--- src/rtl/uart_tx_arbiter_pkg.sv ---
// Shared types, line levels and frame-size helper for the arbitrated UART transmitter.
// Build option: UART_TX_ARBITER_PARITY_EN adds a parity bit after the data bits.
package uart_tx_arbiter_pkg;

    typedef enum logic [2:0] {
        IDLE,
        START,
        DATA,
        PARITY,
        STOP
    } tx_state_e;

    localparam logic START_BIT  = 1'b0;
    localparam logic STOP_BIT   = 1'b1;
    localparam logic IDLE_LEVEL = 1'b1;

`ifdef UART_TX_ARBITER_PARITY_EN
    localparam int unsigned PARITY_BITS = 1;
`else
    localparam int unsigned PARITY_BITS = 0;
`endif

    // Number of bit periods in one frame: start + data + optional parity + stop.
    function automatic int unsigned frame_bits(input int unsigned data_w,
                                               input int unsigned stop_bits);
        return 1 + data_w + PARITY_BITS + stop_bits;
    endfunction

endpackage

--- src/rtl/uart_tx_arbiter_if.sv ---
// Requester-side byte handshake bundle shared by all transmit sources.
interface uart_tx_arbiter_if #(
    parameter int unsigned N_REQ  = 4,
    parameter int unsigned DATA_W = 8
);
    logic [N_REQ-1:0]        req_valid;
    logic [N_REQ*DATA_W-1:0] req_data;
    logic [N_REQ-1:0]        req_ready;

    modport master (
        output req_valid,
        output req_data,
        input  req_ready
    );

    modport slave (
        input  req_valid,
        input  req_data,
        output req_ready
    );
endinterface

--- src/rtl/uart_tx_arbiter_rr_arbiter.sv ---
// Round-robin arbiter: rotating priority pointer, combinational pick.
module rr_arbiter #(
    parameter int unsigned N = 4
) (
    input  logic                 clk,
    input  logic                 rst_n,
    input  logic [N-1:0]         req,
    input  logic                 advance,
    output logic [N-1:0]         grant_onehot,
    output logic [$clog2(N)-1:0] grant_idx
);
    localparam int unsigned IDX_W = $clog2(N);

    logic [IDX_W-1:0] ptr_q;
    logic [IDX_W-1:0] ptr_d;

    // First requester at or after the pointer, wrapping around.
    always_comb begin
        logic             found;
        logic [IDX_W-1:0] cand;
        found        = 1'b0;
        cand         = '0;
        grant_onehot = '0;
        grant_idx    = '0;
        for (int unsigned i = 0; i < N; i++) begin
            cand = IDX_W'((32'(ptr_q) + i) % N);
            if (!found && req[cand]) begin
                found              = 1'b1;
                grant_idx          = cand;
                grant_onehot[cand] = 1'b1;
            end
        end
    end

    // Pointer moves to one past the winner whenever a grant is taken.
    always_comb begin
        ptr_d = ptr_q;
        if (advance) begin
            if (32'(grant_idx) == N - 1) begin
                ptr_d = '0;
            end else begin
                ptr_d = grant_idx + IDX_W'(1);
            end
        end
    end

    // Pointer register.
    always_ff @(posedge clk or negedge rst_n) begin
        if (!rst_n) begin
            ptr_q <= '0;
        end else begin
            ptr_q <= ptr_d;
        end
    end

endmodule

--- src/rtl/uart_tx_arbiter.sv ---
// Shares one UART transmit line between N_REQ byte sources.
// Build option: UART_TX_ARBITER_PARITY_EN adds parity_odd and a parity bit.
module uart_tx_arbiter
    import uart_tx_arbiter_pkg::*;
#(
    parameter int unsigned N_REQ     = 4,
    parameter int unsigned DATA_W    = 8,
    parameter int unsigned BRR_W     = 16,
    parameter int unsigned STOP_BITS = 2
) (
    input  logic                     clk,
    input  logic                     rst_n,
    input  logic                     enable,
    input  logic [BRR_W-1:0]         brr,
`ifdef UART_TX_ARBITER_PARITY_EN
    input  logic                     parity_odd,
`endif
    uart_tx_arbiter_if.slave         req_if,
    output logic [$clog2(N_REQ)-1:0] grant_id,
    output logic                     busy,
    output logic                     done,
    output logic                     tx_out
);
    localparam int unsigned ID_W       = $clog2(N_REQ);
    localparam int unsigned FRAME_BITS = frame_bits(DATA_W, STOP_BITS);
    localparam int unsigned BIT_W      = $clog2(FRAME_BITS + 1);

    tx_state_e          state_q,    state_d;
    logic [DATA_W-1:0]  shift_q,    shift_d;
    logic [BRR_W-1:0]   brr_q,      brr_d;
    logic [BRR_W-1:0]   baud_q,     baud_d;
    logic [BIT_W-1:0]   bit_q,      bit_d;
    logic [ID_W-1:0]    grant_id_q, grant_id_d;
    logic               tx_q,       tx_d;
    logic               busy_q,     busy_d;
    logic               done_q,     done_d;
`ifdef UART_TX_ARBITER_PARITY_EN
    logic               par_q,      par_d;
`endif

    logic [N_REQ-1:0]   arb_onehot;
    logic [ID_W-1:0]    arb_idx;
    logic [DATA_W-1:0]  sel_byte;
    logic               grant_fire;
    logic               bit_end;

    rr_arbiter #(
        .N (N_REQ)
    ) u_arb (
        .clk          (clk),
        .rst_n        (rst_n),
        .req          (req_if.req_valid),
        .advance      (grant_fire),
        .grant_onehot (arb_onehot),
        .grant_idx    (arb_idx)
    );

    // Grant only from IDLE; held off while reset is asserted.
    assign grant_fire       = rst_n && (state_q == IDLE) && enable && (|req_if.req_valid);
    assign req_if.req_ready = arb_onehot & {N_REQ{grant_fire}};
    assign sel_byte         = req_if.req_data[32'(arb_idx) * DATA_W +: DATA_W];
    assign bit_end          = (baud_q == brr_q);

    // Frame sequencer and next-cycle output values.
    always_comb begin
        state_d    = state_q;
        shift_d    = shift_q;
        brr_d      = brr_q;
        baud_d     = baud_q;
        bit_d      = bit_q;
        grant_id_d = grant_id_q;
`ifdef UART_TX_ARBITER_PARITY_EN
        par_d      = par_q;
`endif

        case (state_q)
            IDLE: begin
                if (grant_fire) begin
                    shift_d    = sel_byte;
                    brr_d      = brr;
                    baud_d     = '0;
                    bit_d      = '0;
                    grant_id_d = arb_idx;
`ifdef UART_TX_ARBITER_PARITY_EN
                    par_d      = (^sel_byte) ^ parity_odd;
`endif
                    state_d    = START;
                end
            end
            START: begin
                if (bit_end) begin
                    baud_d  = '0;
                    bit_d   = '0;
                    state_d = DATA;
                end else begin
                    baud_d = baud_q + BRR_W'(1);
                end
            end
            DATA: begin
                if (bit_end) begin
                    baud_d  = '0;
                    shift_d = shift_q >> 1;
                    if (bit_q == BIT_W'(DATA_W - 1)) begin
                        bit_d   = '0;
`ifdef UART_TX_ARBITER_PARITY_EN
                        state_d = PARITY;
`else
                        state_d = STOP;
`endif
                    end else begin
                        bit_d = bit_q + BIT_W'(1);
                    end
                end else begin
                    baud_d = baud_q + BRR_W'(1);
                end
            end
`ifdef UART_TX_ARBITER_PARITY_EN
            PARITY: begin
                if (bit_end) begin
                    baud_d  = '0;
                    bit_d   = '0;
                    state_d = STOP;
                end else begin
                    baud_d = baud_q + BRR_W'(1);
                end
            end
`endif
            STOP: begin
                if (bit_end) begin
                    baud_d = '0;
                    if (bit_q == BIT_W'(STOP_BITS - 1)) begin
                        bit_d   = '0;
                        state_d = IDLE;
                    end else begin
                        bit_d = bit_q + BIT_W'(1);
                    end
                end else begin
                    baud_d = baud_q + BRR_W'(1);
                end
            end
            default: begin
                state_d = IDLE;
            end
        endcase

        // Outputs are registered, so derive them from the next state.
        case (state_d)
            START:   tx_d = START_BIT;
            DATA:    tx_d = shift_d[0];
`ifdef UART_TX_ARBITER_PARITY_EN
            PARITY:  tx_d = par_d;
`endif
            STOP:    tx_d = STOP_BIT;
            default: tx_d = IDLE_LEVEL;
        endcase
        busy_d = (state_d != IDLE);
        done_d = (state_d == STOP) && (bit_d == BIT_W'(STOP_BITS - 1)) && (baud_d == brr_d);
    end

    // State and output registers; reset drops the line to idle at once.
    always_ff @(posedge clk or negedge rst_n) begin
        if (!rst_n) begin
            state_q    <= IDLE;
            shift_q    <= '0;
            brr_q      <= '0;
            baud_q     <= '0;
            bit_q      <= '0;
            grant_id_q <= '0;
            tx_q       <= IDLE_LEVEL;
            busy_q     <= 1'b0;
            done_q     <= 1'b0;
`ifdef UART_TX_ARBITER_PARITY_EN
            par_q      <= 1'b0;
`endif
        end else begin
            state_q    <= state_d;
            shift_q    <= shift_d;
            brr_q      <= brr_d;
            baud_q     <= baud_d;
            bit_q      <= bit_d;
            grant_id_q <= grant_id_d;
            tx_q       <= tx_d;
            busy_q     <= busy_d;
            done_q     <= done_d;
`ifdef UART_TX_ARBITER_PARITY_EN
            par_q      <= par_d;
`endif
        end
    end

    assign grant_id = grant_id_q;
    assign busy     = busy_q;
    assign done     = done_q;
    assign tx_out   = tx_q;

endmodule

--- src/flat_wrapper.sv ---
// flat-port wrapper written by rule: the top's interface ports become plain ports
module uart_tx_arbiter_flat import uart_tx_arbiter_pkg::*;
#(
    parameter int unsigned N_REQ     = 4,
    parameter int unsigned DATA_W    = 8,
    parameter int unsigned BRR_W     = 16,
    parameter int unsigned STOP_BITS = 2
)
  (clk, rst_n, enable, brr, grant_id, busy, done, tx_out, req_if_req_valid, req_if_req_data, req_if_req_ready);
  uart_tx_arbiter_if #(.N_REQ(N_REQ), .DATA_W(DATA_W)) req_if_i ();
  input  logic clk;
  input  logic rst_n;
  input  logic enable;
  input  logic [BRR_W-1:0] brr;
  output logic [$clog2(N_REQ)-1:0] grant_id;
  output logic busy;
  output logic done;
  output logic tx_out;
  input wire logic [$bits(req_if_i.req_valid)-1:0] req_if_req_valid;
  input wire logic [$bits(req_if_i.req_data)-1:0] req_if_req_data;
  output wire logic [$bits(req_if_i.req_ready)-1:0] req_if_req_ready;
  assign req_if_i.req_valid = req_if_req_valid;
  assign req_if_i.req_data = req_if_req_data;
  assign req_if_req_ready = req_if_i.req_ready;
  uart_tx_arbiter #(.N_REQ(N_REQ), .DATA_W(DATA_W), .BRR_W(BRR_W), .STOP_BITS(STOP_BITS)) u_core (.clk(clk), .rst_n(rst_n), .enable(enable), .brr(brr), .req_if(req_if_i), .grant_id(grant_id), .busy(busy), .done(done), .tx_out(tx_out));
endmodule
--- config.mk ---
export PLATFORM = sky130hd
export DESIGN_NAME = uart_tx_arbiter_flat
export DESIGN_NICKNAME = d
export VERILOG_FILES = /design/src/rtl/uart_tx_arbiter_pkg.sv /design/src/rtl/uart_tx_arbiter_if.sv /design/src/rtl/uart_tx_arbiter_rr_arbiter.sv /design/src/rtl/uart_tx_arbiter.sv /design/src/flat_wrapper.sv
export SDC_FILE = /design/constraint.sdc
export NUM_CORES = 1
export LEC_CHECK = 0
export BUFFER_PORTS_ARGS = -buffer_cell sky130_fd_sc_hd__buf_4
export CAP_MARGIN = 20
export CORE_UTILIZATION = 50
export DETAILED_ROUTE_END_ITERATION = 7
export GPL_ROUTABILITY_DRIVEN = 0
export PLACE_DENSITY = 0.81
export SYNTH_ARGS = -nofsm -noshare
export SYNTH_HDL_FRONTEND = slang
export SYNTH_SLANG_ARGS = --single-unit
--- constraint.sdc ---
create_clock -name clk -period 4.15 [get_ports clk]
set_clock_uncertainty 0.15 [all_clocks]
set_input_delay 0.83 -clock clk [delete_from_list [all_inputs] [get_ports clk]]
set_output_delay 0.83 -clock clk [all_outputs]
set_load 0.05 [all_outputs]
# After elaboration in Yosys (flattened, before gate mapping)
# Cells that the tools add are included.
dict set report totals {
  in_bits 55
  ff_bits 54
  output_inout_bits 9
  elab_cells 117
}
dict set report classes {
  n_bitwise 4
  addsub 6
  mux 51
  shift 1
  n_eq_ne 14
  order_cmp 8
  n_reduce_logical 22
}
# op count
set ops {}
lappend ops {{$mux 16} 4}
lappend ops {{$mux 4} 10}
lappend ops {{$eq 16x16->1} 2}
lappend ops {{$pmux 16 s2} 1}
lappend ops {{$shiftx 32x6->8} 1}
lappend ops {{$mux 3} 6}
lappend ops {{$add 16x1->16 const B} 1}
lappend ops {{$mux 8} 2}
lappend ops {{$pmux 4 s4} 1}
lappend ops {{$pmux 8 s2} 1}
lappend ops {{$logic_and 1x1->1} 12}
lappend ops {{$lt 2x3->1 const B} 4}
lappend ops {{$or 4x4->4} 3}
lappend ops {{$pmux 3 s4} 1}
lappend ops {{$mux 1} 11}
lappend ops {{$mux 2} 5}
lappend ops {{$bmux 1 s2} 4}
lappend ops {{$demux 1 s2} 4}
lappend ops {{$eq 4x1->1 const B} 2}
lappend ops {{$ge 2x1->1 const B} 4}
lappend ops {{$eq 3x1->1 const B} 2}
lappend ops {{$eq 3x2->1 const B} 2}
lappend ops {{$eq 3x3->1 const B} 2}
lappend ops {{$add 2x1->2 const B} 2}
lappend ops {{other kinds (15)} 19}

# Logic depth before layout (Yosys ltp)
dict set report logic_depth {
  word_depth 16
  mapped_depth 13
  ltp_nobuf 10
}

# By module
# Synthesis repeated with hierarchy kept, for this count alone.
dict set report hier_totals {
  cells_unflattened 392
  hier_area_um2 3724.8
}
# module cells_each seq_area_each_um2 n_inst area_per_inst_um2
set modules_own_cells {}
lappend modules_own_cells {uart_tx_arbiter 331 1302.5 1 3221.8}
lappend modules_own_cells {rr_arbiter 61 50.0 1 503.0}

# Worst setup path before layout
# Ideal clock, no wire load.
dict set report synth_path {
  path_type {reg2out}
  start {register u_core.u_arb.ptr_q[0]}
  end {output req_if_req_ready[0]}
  n_path_buf 2
  required_time_ns 3.170
  path_stages_with_launch 10
  setup_slack_ns -0.088
  t_arrival_ns 3.258
  path_cell_list {dfrtp_1 -> buf_2 -> inv_1 -> ha_1 -> clkbuf_1 -> mux4_2 -> or3_1 -> a211oi_1 -> nand2_1 -> a21oi_1}
}
dict set report synth_between {
  elab_chain_cells 13
  word_cells_on_any_way 48
  cone_classes {3 x add/sub; 8 x order compare; 23 x mux; 4 x bitwise; 10 x reduce/logical}
}
# item line_no
set synth_rtl {}
lappend synth_rtl {{from (decl)} uart_tx_arbiter_rr_arbiter.sv:14} ;# logic [IDX_W-1:0] ptr_q;
lappend synth_rtl {{from (signal assigned)} uart_tx_arbiter_rr_arbiter.sv:52} ;# ptr_q <= ptr_d;
lappend synth_rtl {{parallel branches: the longest is 11 deep, another holds $lt 2x3->1} -}
lappend synth_rtl {{$mux 4 (*)} uart_tx_arbiter_rr_arbiter.sv:27} ;# if (!found && req[cand]) begin
lappend synth_rtl {{$and 4x4->4 (*)} uart_tx_arbiter.sv:60} ;# assign req_if.req_ready = arb_onehot & {N_REQ{grant_fire}};
lappend synth_rtl {{to (decl)} flat_wrapper.sv:21} ;# output wire logic [$bits(req_if_i.req_ready)-1:0] req_if_req_ready;
# Every way passes the cells marked *. The select of a mux whose other input is x is not followed.

# Worst setup path after layout
# Same ends and word-level chain as after synthesis.

==> results.yml <==
floorplan:
  die_w_microns: 89.39
  row_count: 31
  die_area_sq_um: 7991
  core-area_sq_um: 7331
  io_pins: 64
  initial_core_util_pct: 52.09
  die_h_microns: 89.39
timing:
  hold_viol_final: 0
  tns_ns: 0
  period_share_pct: 94.07
  fin_ws_ns: 0.2461
  max_slew.worst_pin.slew_ns: 0.6187
  report.final.slew_viol_count: 0
  fin_crit_ns: 3.904
  max_freq_mhz: 256.2
  rsz0062_at_grt: "no"
  slew_headroom_pct: 58.76
  finalSetupViolCount: 0
clock_tree:
  cts_tree: "done"
  cts_root_buffer: "clkbuf_8"
  clkSlewWorstSetupHoldPaths_ns: 0.10
  clk_latency_ns: 0.31
  clock-sinks: 54
  ctsLongestPathBuffers: 2
  numCtsBuffers: 5
  cts-htree-levels: 2
synth:
  synth-main-ff-cell: "dfrtp_1"
  seq_area_frac_synth_pct: 35.42
  synth_fp_nets: 487
  yosysTopAreaCellShare_pct: 34.73
  netlist_instances: 421
  synth_area_sq_um: 3819
  async_flop_share_pct: 100.0
  ys_warn_count: 0
  synth_edf_count: 0
  synthDistinctLibCells: 61
  synth.most_common_cell: "nand2_1"
  yosysTopAreaCell: "dfrtp_1"
  post_synth.cell_area_avg_sq_um: 9.070
  ys_ff_latch: 54
  yosys-top-cells-area: "dfrtp_1 (35%), nand2_1 (7.4%), xnor2_1 (4.6%)"
  synthTopCellsByCount: "nand2_1 (75), dfrtp_1 (53), xnor2_1 (20)"
routing:
  drc: 0
  drtIter0Drc: 284
  route.antenna.remaining_nets: 0
  viasPerCell: 5.871
  routed_wl_microns: 9538
  dr.pass1.iters: 5
  vias: 3405
  wl_per_cell_microns: 16.44
run_status:
  outcome: "finished, final reports clean"
power_and_ir_drop:
  ir_drop_mv: 0.1459
  power.density_nw_per_um2: 218.3
  p_int_uw: 758.6
  switchingPower_uw: 218.2
  p_leak_uw: 0.002141
  pwr-share-clk_pct: 36.5
  pwr-share-comb_pct: 9.7
  p_seq_share_pct: 53.8
  p_sw_share_pct: 22.34
setup_path:
  startpoint_type: "flip-flop"
  path_cells: "inv_1 > ha_1 > mux4_2 > or3_1 > a211oi_2 > nand2_1 > a21oi_2 > buf_4"
  cp_slowest_stage_delay_ns: 0.52
  critPathArrivalTime_ns: 2.92
  crit_slowest_cell: "ha_1"
  end_kind: "output port"
  worstPathRequired_ns: 3.17
  critPathMaxFanout: 10
  worst-path-buf-inv: 2
  crit_type: "reg -> out"
  critical-path-top-delay-family: "adder cells"
global_route:
  grt_usage_pct: 25.05
  grt_pass1_vias: 3290
  grt_pass1_wl_microns: 15510
  antenna_found_initial: 0
  grt_max_degree: 50
  grt-ovfl-total: 0
final_layout:
  drive_above_1_share_pct: 22.04
  fill_cells: 628
  nets: 546
  area_delta_synth_final_pct: 17.20
  n_antenna_cell: 0
placed_design:
  pre_cts_ws_ns: 0.3713
  portBuffers: 63
  hpwl_microns: 7286
job:
  cap_violations: 0
worst_hold_path:
  min_path_type: "in -> async"
[sequential cells by signal, summed over array words and instances, names as in the netlist]
name	cells
u_core.brr_q	16
u_core.shift_q	8
u_core.busy	1
u_core.done	1
u_core.grant_id	2
u_core.bit_q	4
u_core.u_arb.ptr_q	2
u_core.baud_q	16
u_core.tx_out	1
u_core.state_q	3
[placed cells by master, fill, tap and decap left out, types with 4 or more instances in the layout]
master,n
nand3_1,14
ha_1,11
o22ai_1,5
o21ai_0,16
xor2_1,14
xnor2_1,20
nor4b_1,4
a21oi_1,8
mux4_2,4
mux2i_1,17
and3_1,7
dfrtp_1,53
a221o_1,7
nand2_1,75
nor3_1,9
a21oi_2,4
o31ai_1,7
nand2b_1,6
buf_4,74
o21a_1,5
nor2_1,19
o21ai_1,7
nor4_1,5
nor2b_1,7
inv_1,12
clkbuf_8,5
a21o_1,7
nand4_1,6
[power groups by stage]
stage / Sequential, uW / Clock (uW) / Combinational (uW)
2_1_floorplan: 536 / 0 / 35.0
3_3_place_gp: 536 / 0 / 91.4
3_5_place_dp: 536 / 0 / 94.6
4_1_cts: 526 / 356 / 94.9
5_1_grt: 526 / 375 / 103
6_report: 526 / 357 / 94.3
[per-layer routing]
| metal | global-route usage (%) | wire length (microns) | vias to the layer above |
|---|---|---|---|
| li1 | - | - | 1636 |
| met4 | 5.051 | 114 | 0 |
| met2 | 41.08 | 4601 | 125 |
| met5 | 0 | 0 | - |
| met1 | 34.92 | 4304 | 1629 |
| met3 | 4.432 | 516 | 15 |
[path summary, 6_finish.rpt]
| path | from | end | slack, ns | cells past startpoint |
|---|---|---|---|---|
| hold / removal | rst_n | u_core.baud_q[5]$_DFF_PN0_ | 0.18 | 1 |
| hold reg to reg | u_core.grant_id[1]$_DFFE_PN0P_ | u_core.grant_id[1]$_DFFE_PN0P_ | 0.36 | 1 |
| setup reg to reg | u_core.u_arb.ptr_q[0]$_DFFE_PN0N_ | u_core.shift_q[0]$_DFF_PN0_ | 0.90 | 9 |
| setup / recovery | u_core.u_arb.ptr_q[0]$_DFFE_PN0N_ | req_if_req_ready[0] | 0.25 | 8 |
| min in group clk | u_core.grant_id[1]$_DFFE_PN0P_ | u_core.grant_id[1]$_DFFE_PN0P_ | 0.36 | 1 |
| max in group asynchronous | rst_n | u_core.state_q[2]$_DFF_PN0_ | 2.85 | 2 |
[stage by stage]
stage | util (%) | hold WS [ns] | cells | power, uW | cell area (sq um)
after floorplan | - | 0.3188 | 421 | 571.3 | 3834
after global placement | 59.48 | 0.3399 | 572 | 627.6 | 4360
after detailed placement | 59.48 | 0.3359 | 572 | 630.8 | 4360
after CTS | 60.98 | 0.1782 | 580 | 976.8 | 4471
after global routing | 61.05 | 0.1726 | 580 | 1004 | 4476
final | 61.05 | 0.1789 | 580 | 976.8 | 4476
[final cells by class]
class / count / area, sq um / area share (%)
timing repair buffer: 74 / 555.5 / 12.41
clock buffer: 6 / 72.57 / 1.621
clock inverter: 2 / 37.54 / 0.8387
sequential: 54 / 1353 / 30.22
multi-input combinational: 333 / 2288 / 51.13
tap: 99 / 123.9 / 2.768
inverter: 12 / 45.04 / 1.006
[worst register-to-register path: cells and delay by family (launching register included)]
family / cells / cell delay, ns
simple gates: 3 / 0.51
compound gates: 2 / 0.76
fa+ha+maj: 1 / 0.52
flops: 1 / 0.35
buf+inv: 1 / 0.16
mux: 2 / 0.70
[repair_timing]
item                                    in CTS  in global routing
gates resized for setup                      0                  1
endpoints found under the setup margin       0                  4
hold buffers                                 0                  0
setup buffers                                0                  0
[kinds of logic (layout without fill, tap and decap cells)]
family                     count (synthesis)  after routing  synth area share [%]
and+or+nand+nor                          166            166                 21.49
AOI/OAI and AO/OA                         96             96                 18.09
DFF                                       54             54                 35.42
xor gates and xnor gates                  35             35                 8.224
buffers and inverters                     34             94                 5.177
muxes                                     25             25                 7.995
adders and majority gates                 11             11                 3.604
Note: power is estimated with default switching activity, not from simulation.
